<file path="src/rtl/seven_segment_decoder_if.sv">
// Bus bundle between a multiplexed 7-segment source and the sniffer/decoder.
// The slave modport is the decoder; the master modport is whatever drives the pins.
interface seven_segment_decoder_if;
    logic [6:0]  cat_in;
    logic [7:0]  an_in;
    logic        err_clr_in;
    logic [31:0] val_out;
    logic        frame_done_out;
    logic [7:0]  seen_out;
    logic        err_out;

    modport master (
        output cat_in, an_in, err_clr_in,
        input  val_out, frame_done_out, seen_out, err_out
    );

    modport slave (
        input  cat_in, an_in, err_clr_in,
        output val_out, frame_done_out, seen_out, err_out
    );
endinterface

</file>
<file path="src/rtl/seven_segment_decoder.sv">
// Decodes sampled multiplexed cathode/anode buses back into a 32-bit hex value.
// Optional macro SEVSEG_DEC_LIVE_EN: each legal capture also writes val_out directly.
module seven_segment_decoder #(
    parameter int STABLE_CYCLES = 16
) (
    input  logic             clk_in,
    input  logic             rst_in,
    seven_segment_decoder_if.slave bus
);

    localparam logic [15:0] STABLE_TGT = 16'(STABLE_CYCLES);

    logic [6:0]  cat_s1, cat_sync, cat_prev;
    logic [7:0]  an_s1, an_sync, an_prev;
    logic [15:0] stab_cnt;
    logic [31:0] shadow;
    logic [31:0] val_q;
    logic        done_q;
    logic [7:0]  seen_q;
    logic        err_q;

    logic        stable;
    logic        sample;
    logic [7:0]  an_act;
    logic        one_hot;
    logic        multi_hot;
    logic [2:0]  cap_idx;
    logic [4:0]  dec;
    logic        capture;
    logic        err_set;
    logic [7:0]  seen_base;

    // Returns {legal, nibble} for an active-high {g..a} pattern.
    function automatic logic [4:0] decode(input logic [6:0] p);
        case (p)
            7'h3F:   decode = {1'b1, 4'h0};
            7'h06:   decode = {1'b1, 4'h1};
            7'h5B:   decode = {1'b1, 4'h2};
            7'h4F:   decode = {1'b1, 4'h3};
            7'h66:   decode = {1'b1, 4'h4};
            7'h6D:   decode = {1'b1, 4'h5};
            7'h7D:   decode = {1'b1, 4'h6};
            7'h07:   decode = {1'b1, 4'h7};
            7'h7F:   decode = {1'b1, 4'h8};
            7'h6F:   decode = {1'b1, 4'h9};
            7'h77:   decode = {1'b1, 4'hA};
            7'h7C:   decode = {1'b1, 4'hB};
            7'h39:   decode = {1'b1, 4'hC};
            7'h5E:   decode = {1'b1, 4'hD};
            7'h79:   decode = {1'b1, 4'hE};
            7'h71:   decode = {1'b1, 4'hF};
            default: decode = 5'h00;
        endcase
    endfunction

    // The sample fires on the edge where the saturating counter arrives at the target.
    always_comb begin
        stable    = (cat_sync == cat_prev) && (an_sync == an_prev);
        sample    = stable && (stab_cnt == STABLE_TGT - 16'd1);
        an_act    = ~an_sync;
        one_hot   = (an_act != 8'h00) && ((an_act & (an_act - 8'd1)) == 8'h00);
        multi_hot = (an_act != 8'h00) && !one_hot;
        cap_idx   = 3'd0;
        for (int k = 0; k < 8; k++) begin
            if (an_act[k]) cap_idx = 3'(k);
        end
        dec       = decode(~cat_sync);
        capture   = sample && one_hot && dec[4];
        err_set   = sample && (multi_hot || (one_hot && !dec[4]));
        seen_base = (seen_q == 8'hFF) ? 8'h00 : seen_q;
    end

    always_ff @(posedge clk_in or negedge rst_in) begin
        if (!rst_in) begin
            cat_s1   <= '0;
            cat_sync <= '0;
            cat_prev <= '0;
            an_s1    <= '0;
            an_sync  <= '0;
            an_prev  <= '0;
            stab_cnt <= '0;
            shadow   <= '0;
            val_q    <= '0;
            done_q   <= 1'b0;
            seen_q   <= '0;
            err_q    <= 1'b0;
        end else begin
            cat_s1   <= bus.cat_in;
            cat_sync <= cat_s1;
            an_s1    <= bus.an_in;
            an_sync  <= an_s1;
            cat_prev <= cat_sync;
            an_prev  <= an_sync;

            if (!stable) begin
                stab_cnt <= '0;
            end else if (stab_cnt != STABLE_TGT) begin
                stab_cnt <= stab_cnt + 16'd1;
            end

            // Completion clears the mask first so a same-cycle capture starts the next frame.
            done_q <= (seen_q == 8'hFF);
            if (seen_q == 8'hFF) begin
                val_q <= shadow;
            end
            seen_q <= capture ? (seen_base | an_act) : seen_base;

            if (capture) begin
                shadow[4*cap_idx +: 4] <= dec[3:0];
`ifdef SEVSEG_DEC_LIVE_EN
                val_q[4*cap_idx +: 4]  <= dec[3:0];
`endif
            end

            if (err_set) begin
                err_q <= 1'b1;
            end else if (bus.err_clr_in) begin
                err_q <= 1'b0;
            end
        end
    end

    assign bus.val_out        = val_q;
    assign bus.frame_done_out = done_q;
    assign bus.seen_out       = seen_q;
    assign bus.err_out        = err_q;

endmodule

</file>
<file path="src/flat_wrapper.sv">
// flat-port wrapper written by rule: the top's interface ports become plain ports
module seven_segment_decoder_flat 
#(
    parameter int STABLE_CYCLES = 16
)
  (clk_in, rst_in, bus_cat_in, bus_an_in, bus_err_clr_in, bus_val_out, bus_frame_done_out, bus_seen_out, bus_err_out);
  seven_segment_decoder_if bus_i ();
  input  logic clk_in;
  input  logic rst_in;
  input wire logic [$bits(bus_i.cat_in)-1:0] bus_cat_in;
  input wire logic [$bits(bus_i.an_in)-1:0] bus_an_in;
  input wire logic [$bits(bus_i.err_clr_in)-1:0] bus_err_clr_in;
  output wire logic [$bits(bus_i.val_out)-1:0] bus_val_out;
  output wire logic [$bits(bus_i.frame_done_out)-1:0] bus_frame_done_out;
  output wire logic [$bits(bus_i.seen_out)-1:0] bus_seen_out;
  output wire logic [$bits(bus_i.err_out)-1:0] bus_err_out;
  assign bus_i.cat_in = bus_cat_in;
  assign bus_i.an_in = bus_an_in;
  assign bus_i.err_clr_in = bus_err_clr_in;
  assign bus_val_out = bus_i.val_out;
  assign bus_frame_done_out = bus_i.frame_done_out;
  assign bus_seen_out = bus_i.seen_out;
  assign bus_err_out = bus_i.err_out;
  seven_segment_decoder #(.STABLE_CYCLES(STABLE_CYCLES)) u_core (.clk_in(clk_in), .rst_in(rst_in), .bus(bus_i));
endmodule
</file>
<file path="config.mk">
export PLATFORM = sky130hd
export DESIGN_NAME = seven_segment_decoder_flat
export DESIGN_NICKNAME = d
export VERILOG_FILES = /design/src/rtl/seven_segment_decoder_if.sv /design/src/rtl/seven_segment_decoder.sv /design/src/flat_wrapper.sv
export SDC_FILE = /design/constraint.sdc
export NUM_CORES = 1
export LEC_CHECK = 0
export ABC_CLOCK_PERIOD_IN_PS = 3300
export BUFFER_PORTS_ARGS = -buffer_cell sky130_fd_sc_hd__clkbuf_2
export CAP_MARGIN = 20
export CORE_MARGIN = 4
export CORE_UTILIZATION = 35
export DETAILED_ROUTE_END_ITERATION = 10
export GPL_ROUTABILITY_DRIVEN = 1
export SLEW_MARGIN = 20
export SYNTH_ARGS = -nofsm -noshare
export SYNTH_HDL_FRONTEND = slang
export SYNTH_SLANG_ARGS = --single-unit
</file>
<file path="constraint.sdc">
create_clock -name clk_in -period 3.3 [get_ports clk_in]
set_input_delay 0.495 -clock clk_in [delete_from_list [all_inputs] [get_ports clk_in]]
set_output_delay 0.495 -clock clk_in [all_outputs]
set_load 0.05 [all_outputs]
</file>
==> metrics <==
result of the run=complete, no violations; static leakage power=around 3.2 nW; post-DP HPWL=slightly below 8000 um; Post CTS Setup Buffer Count=0; WL final=between 10000 and 15000 um; Reg clk slew, reported paths=~0.06 ns; Placement Rows=46; Synth Area in Simple Gates=0.1922; antenna diode instance count=0; synthesis-to-layout area growth=21.58%; TritonCTS buffer count=17; CTS tree=done; slew at the pin with the worst max-slew slack=1.019 ns; total of flip-flops plus latches after synthesis=135; Die Y-Extent=approximately 130 um; maximum vdd ir drop=0.0002945 V; Finish-stage setup viols=0; unrepaired setup endpoints after global routing=false; global placement routability congestion=approximately 0.8; Worst EP arrival=approximately 3.3 ns; die area=around 0.018 mm2; Initial DRC Count=approximately 250; chain of cells forming the critical path=inv_1, o21ai_0, nor2_1, ha_1, ha_1, or4b_2, nor4_4, mux2_1; total non-filler cell area in the finished layout=about 0.0068 mm2; Mean Syn Cell Area=between 10 and 15 um2; main combinational cell family by area after synthesis=simple AND/OR/NAND/NOR gates; number of global-route vias before repair=about 3900; fraction of registers with async set/reset=1.000; multiplexer share of the synthesized area=0.06370; number of maximum-capacitance violations=0; critical path endpoint category=register; Cell Area, Synth=between 0.005 and 0.006 mm2; number of ports placed on the die boundary=60; Post-Route Skew=0.006824 ns; area of placed instances=around 0.0062 mm2; complex-gate fraction of the synthesized area=0.05412; layout cell share with drive strength beyond 1=0.2184; wire length of the first global-routing pass=about 19000 um; number of antenna-violating nets in the routed design=0; Data required, critical path=around 3.6 ns; initial cell density of the core=0.3549; Pre-antenna DRT Iters=4; Mapped Nets=about 530; average vias per placed instance=roughly 4.8; # H-tree levels=4; cell occurring most often along the worst timing path=sky130_fd_sc_hd__ha_1; Post-Synth Adder-Cell Area=0.01114; Max-Slew Margin vs Limit=0.3190; drc violations=0; Max Fanout on Critical Path=9; highest clock frequency the design can meet=0.3282 GHz; final hold violation count=0; yosys synthesis warning count=0; cell family contributing the most delay on the critical path=simple AND/OR/NAND/NOR gates; total routing usage reported by global routing=0.1353; Critical Path Slowest Stage Cell=sky130_fd_sc_hd__or4b_2; count of distinct cell types in the synthesized netlist=slightly below 50; final total negative setup slack=0 ns; synthesized netlist cell count=approximately 510; proportion of synthesized chip area in sequential cells=0.6013; highest cell delay on the worst timing path=about 0.70 ns; final global-route overflow total=0; clock network latency to the later pin of the worst-skew pair=0.42 ns; leading register cell type out of synthesis=sky130_fd_sc_hd__dfrtp_1; clock root buffer=sky130_fd_sc_hd__clkbuf_16; multi-input combinational cell area=around 0.0021 mm2; combined buffer and inverter count along the critical path=1; fin. max-slew vios=0; post-synthesis share of cell area spent on xor and xnor gates=0.04677; average routed wire per standard cell=approximately 14 um; via count=between 3000 and 4000; FF/Latch Area=roughly 0.0034 mm2; core outline area=approximately 0.016 mm2; category of the most critical setup path=reg2reg; share of the cycle needed by the critical path after routing=0.9235; die extent in x=between 100 and 150 um; reg-to-reg slack, setup=between 0.2 and 0.3 ns; Hold WC Path Type=in2reg; clock tree buffer depth=2; number of sinks driven by the clock tree=roughly 140; count of buffers from port buffering=between 50 and 60; launching element type of the critical path=register; initial antenna violation count=0; EDFF count, synth=0; filler cell count in the final layout=~1500; post-layout net count=roughly 600; maximum number of pins on one net before global-route repair=approximately 110; final period demand of the worst path=~3 ns; total power divided by cell area=~550 mW/mm2
-- worst paths after layout --
kind,from,end,depth (start not counted)
hold / removal,bus_an_in[0],u_core.an_s1[0]$_DFF_PN0_,1
hold reg to reg,u_core.cat_s1[6]$_DFF_PN0_,u_core.cat_sync[6]$_DFF_PN0_,0
setup / recovery,u_core.an_sync[6]$_DFF_PN0_,u_core.shadow[3]$_DFFE_PN0P_,8
max in group asynchronous,rst_in,u_core.an_prev[3]$_DFF_PN0_,3
min in group asynchronous,rst_in,u_core.shadow[9]$_DFFE_PN0P_,2
setup reg to reg,u_core.an_sync[6]$_DFF_PN0_,u_core.shadow[3]$_DFFE_PN0P_,8
-- per-stage QoR --
stage	hold WS, ns	total power, mW	std cells	util	setup slack (ns)
after floorplan	0.1994	1.806	506	-	0.3082
after global placement	0.3352	1.871	769	0.3914	0.2891
after detailed placement	0.3347	1.876	769	0.3914	0.1873
after CTS	0.1558	3.831	802	0.4310	0.1638
after global routing	0.1572	3.936	802	0.4315	0.004214
final	0.1806	3.784	802	0.4315	0.2526
-- where the power goes --
| part | switching [mW] | leakage [nW] | internal [mW] |
|---|---|---|---|
| sequential | 0.0320 | 1.78 | 1.68 |
| combinational | 0.0795 | 1.12 | 0.0496 |
| clock | 0.691 | 0.299 | 1.25 |
-- registers in the layout (all words and copies together) (netlist names), 8 cells and up --
signal / flops
u_core.bus.seen_out: 8
u_core.an_s1: 8
u_core.stab_cnt: 16
u_core.bus.val_out: 32
u_core.an_prev: 8
u_core.shadow: 32
u_core.an_sync: 8
-- final cells by class --
cell class / instances / share of cell area
timing repair buffer: 72 / 0.06008
multi-input combinational: 326 / 0.3039
tap: 216 / 0.03957
inverter: 21 / 0.01154
sequential: 135 / 0.4946
clock inverter: 11 / 0.02143
clock buffer: 21 / 0.06888
-- cell usage in the layout, fill, tap and decap left out, types with 11 or more instances in the layout --
cell type,netlist,routed
sky130_fd_sc_hd__dfrtp_1,135,135
sky130_fd_sc_hd__nand2_1,102,102
sky130_fd_sc_hd__clkbuf_2,0,58
sky130_fd_sc_hd__nor2_1,27,27
sky130_fd_sc_hd__inv_1,21,21
sky130_fd_sc_hd__o21ai_0,18,18
sky130_fd_sc_hd__xnor2_1,18,18
sky130_fd_sc_hd__clkbuf_16,0,17
sky130_fd_sc_hd__nand4_1,13,13
sky130_fd_sc_hd__xor2_1,12,12
sky130_fd_sc_hd__mux2_1,12,12
sky130_fd_sc_hd__buf_4,0,12
sky130_fd_sc_hd__mux2i_1,11,11
-- routing by layer --
metal	GRT usage	vias to the layer above	part of all wire
li1	-	1845	-
met1	0.1751	1846	0.45
met2	0.2082	109	0.47
met3	0.04024	19	0.055
met4	0.06618	0	0.020
met5	0	-	0
-- kinds of logic (layout without fill, tap and decap cells) --
logic type      after synthesis  count (layout)
xor+xnor                     30              30
fa+ha+maj                     5               5
compound gates               48              48
simple gates                210             210
flops                       135             135
mux                          33              33
buf+inv                      45             125
-- cell usage after synthesis (all sizes together) (2+ instances only) --
library cell	instances	area (um2)
nor3	8	40.04
nor2b	5	31.28
buf	4	18.76
nand3b	2	15.01
ha	5	62.56
or3b	2	17.52
nand2b	3	18.77
nor2	27	101.4
nand2	102	382.9
mux2i	11	110.1
dfrtp	135	3378
a21oi	8	40.04
mux2	22	247.7
nor3b	2	15.01
a32o	2	20.02
and3	3	18.77
o21ai	19	95.09
xor2	12	105.1
nand4b	2	17.52
and4	5	43.79
and2	4	25.02
and3b	2	17.52
nand3	10	50.05
xnor2	18	157.7
o31ai	9	67.56
nand4	13	81.33
clkbuf	20	75.07
or2	4	25.03
nor4	13	152.7
inv	21	78.83
-- worst reg2reg max path, delay by kind of cell, from the launching register on --
kind                       cells  cell delay [ns]
DFF                            1             0.48
muxes                          1             0.37
and+or+nand+nor                3             1.06
AOI/OAI and AO/OA              1             0.37
buffers and inverters          1             0.06
adders and majority gates      2             0.58
-- what timing repair did --
item | in CTS | in global routing
endpoints found under the setup margin | 0 | 4
endpoints found under the hold margin | 22 | 0
resized for setup | 0 | 1
hold buffers | 1 | 0
Note: power is estimated with default switching activity, not from simulation.
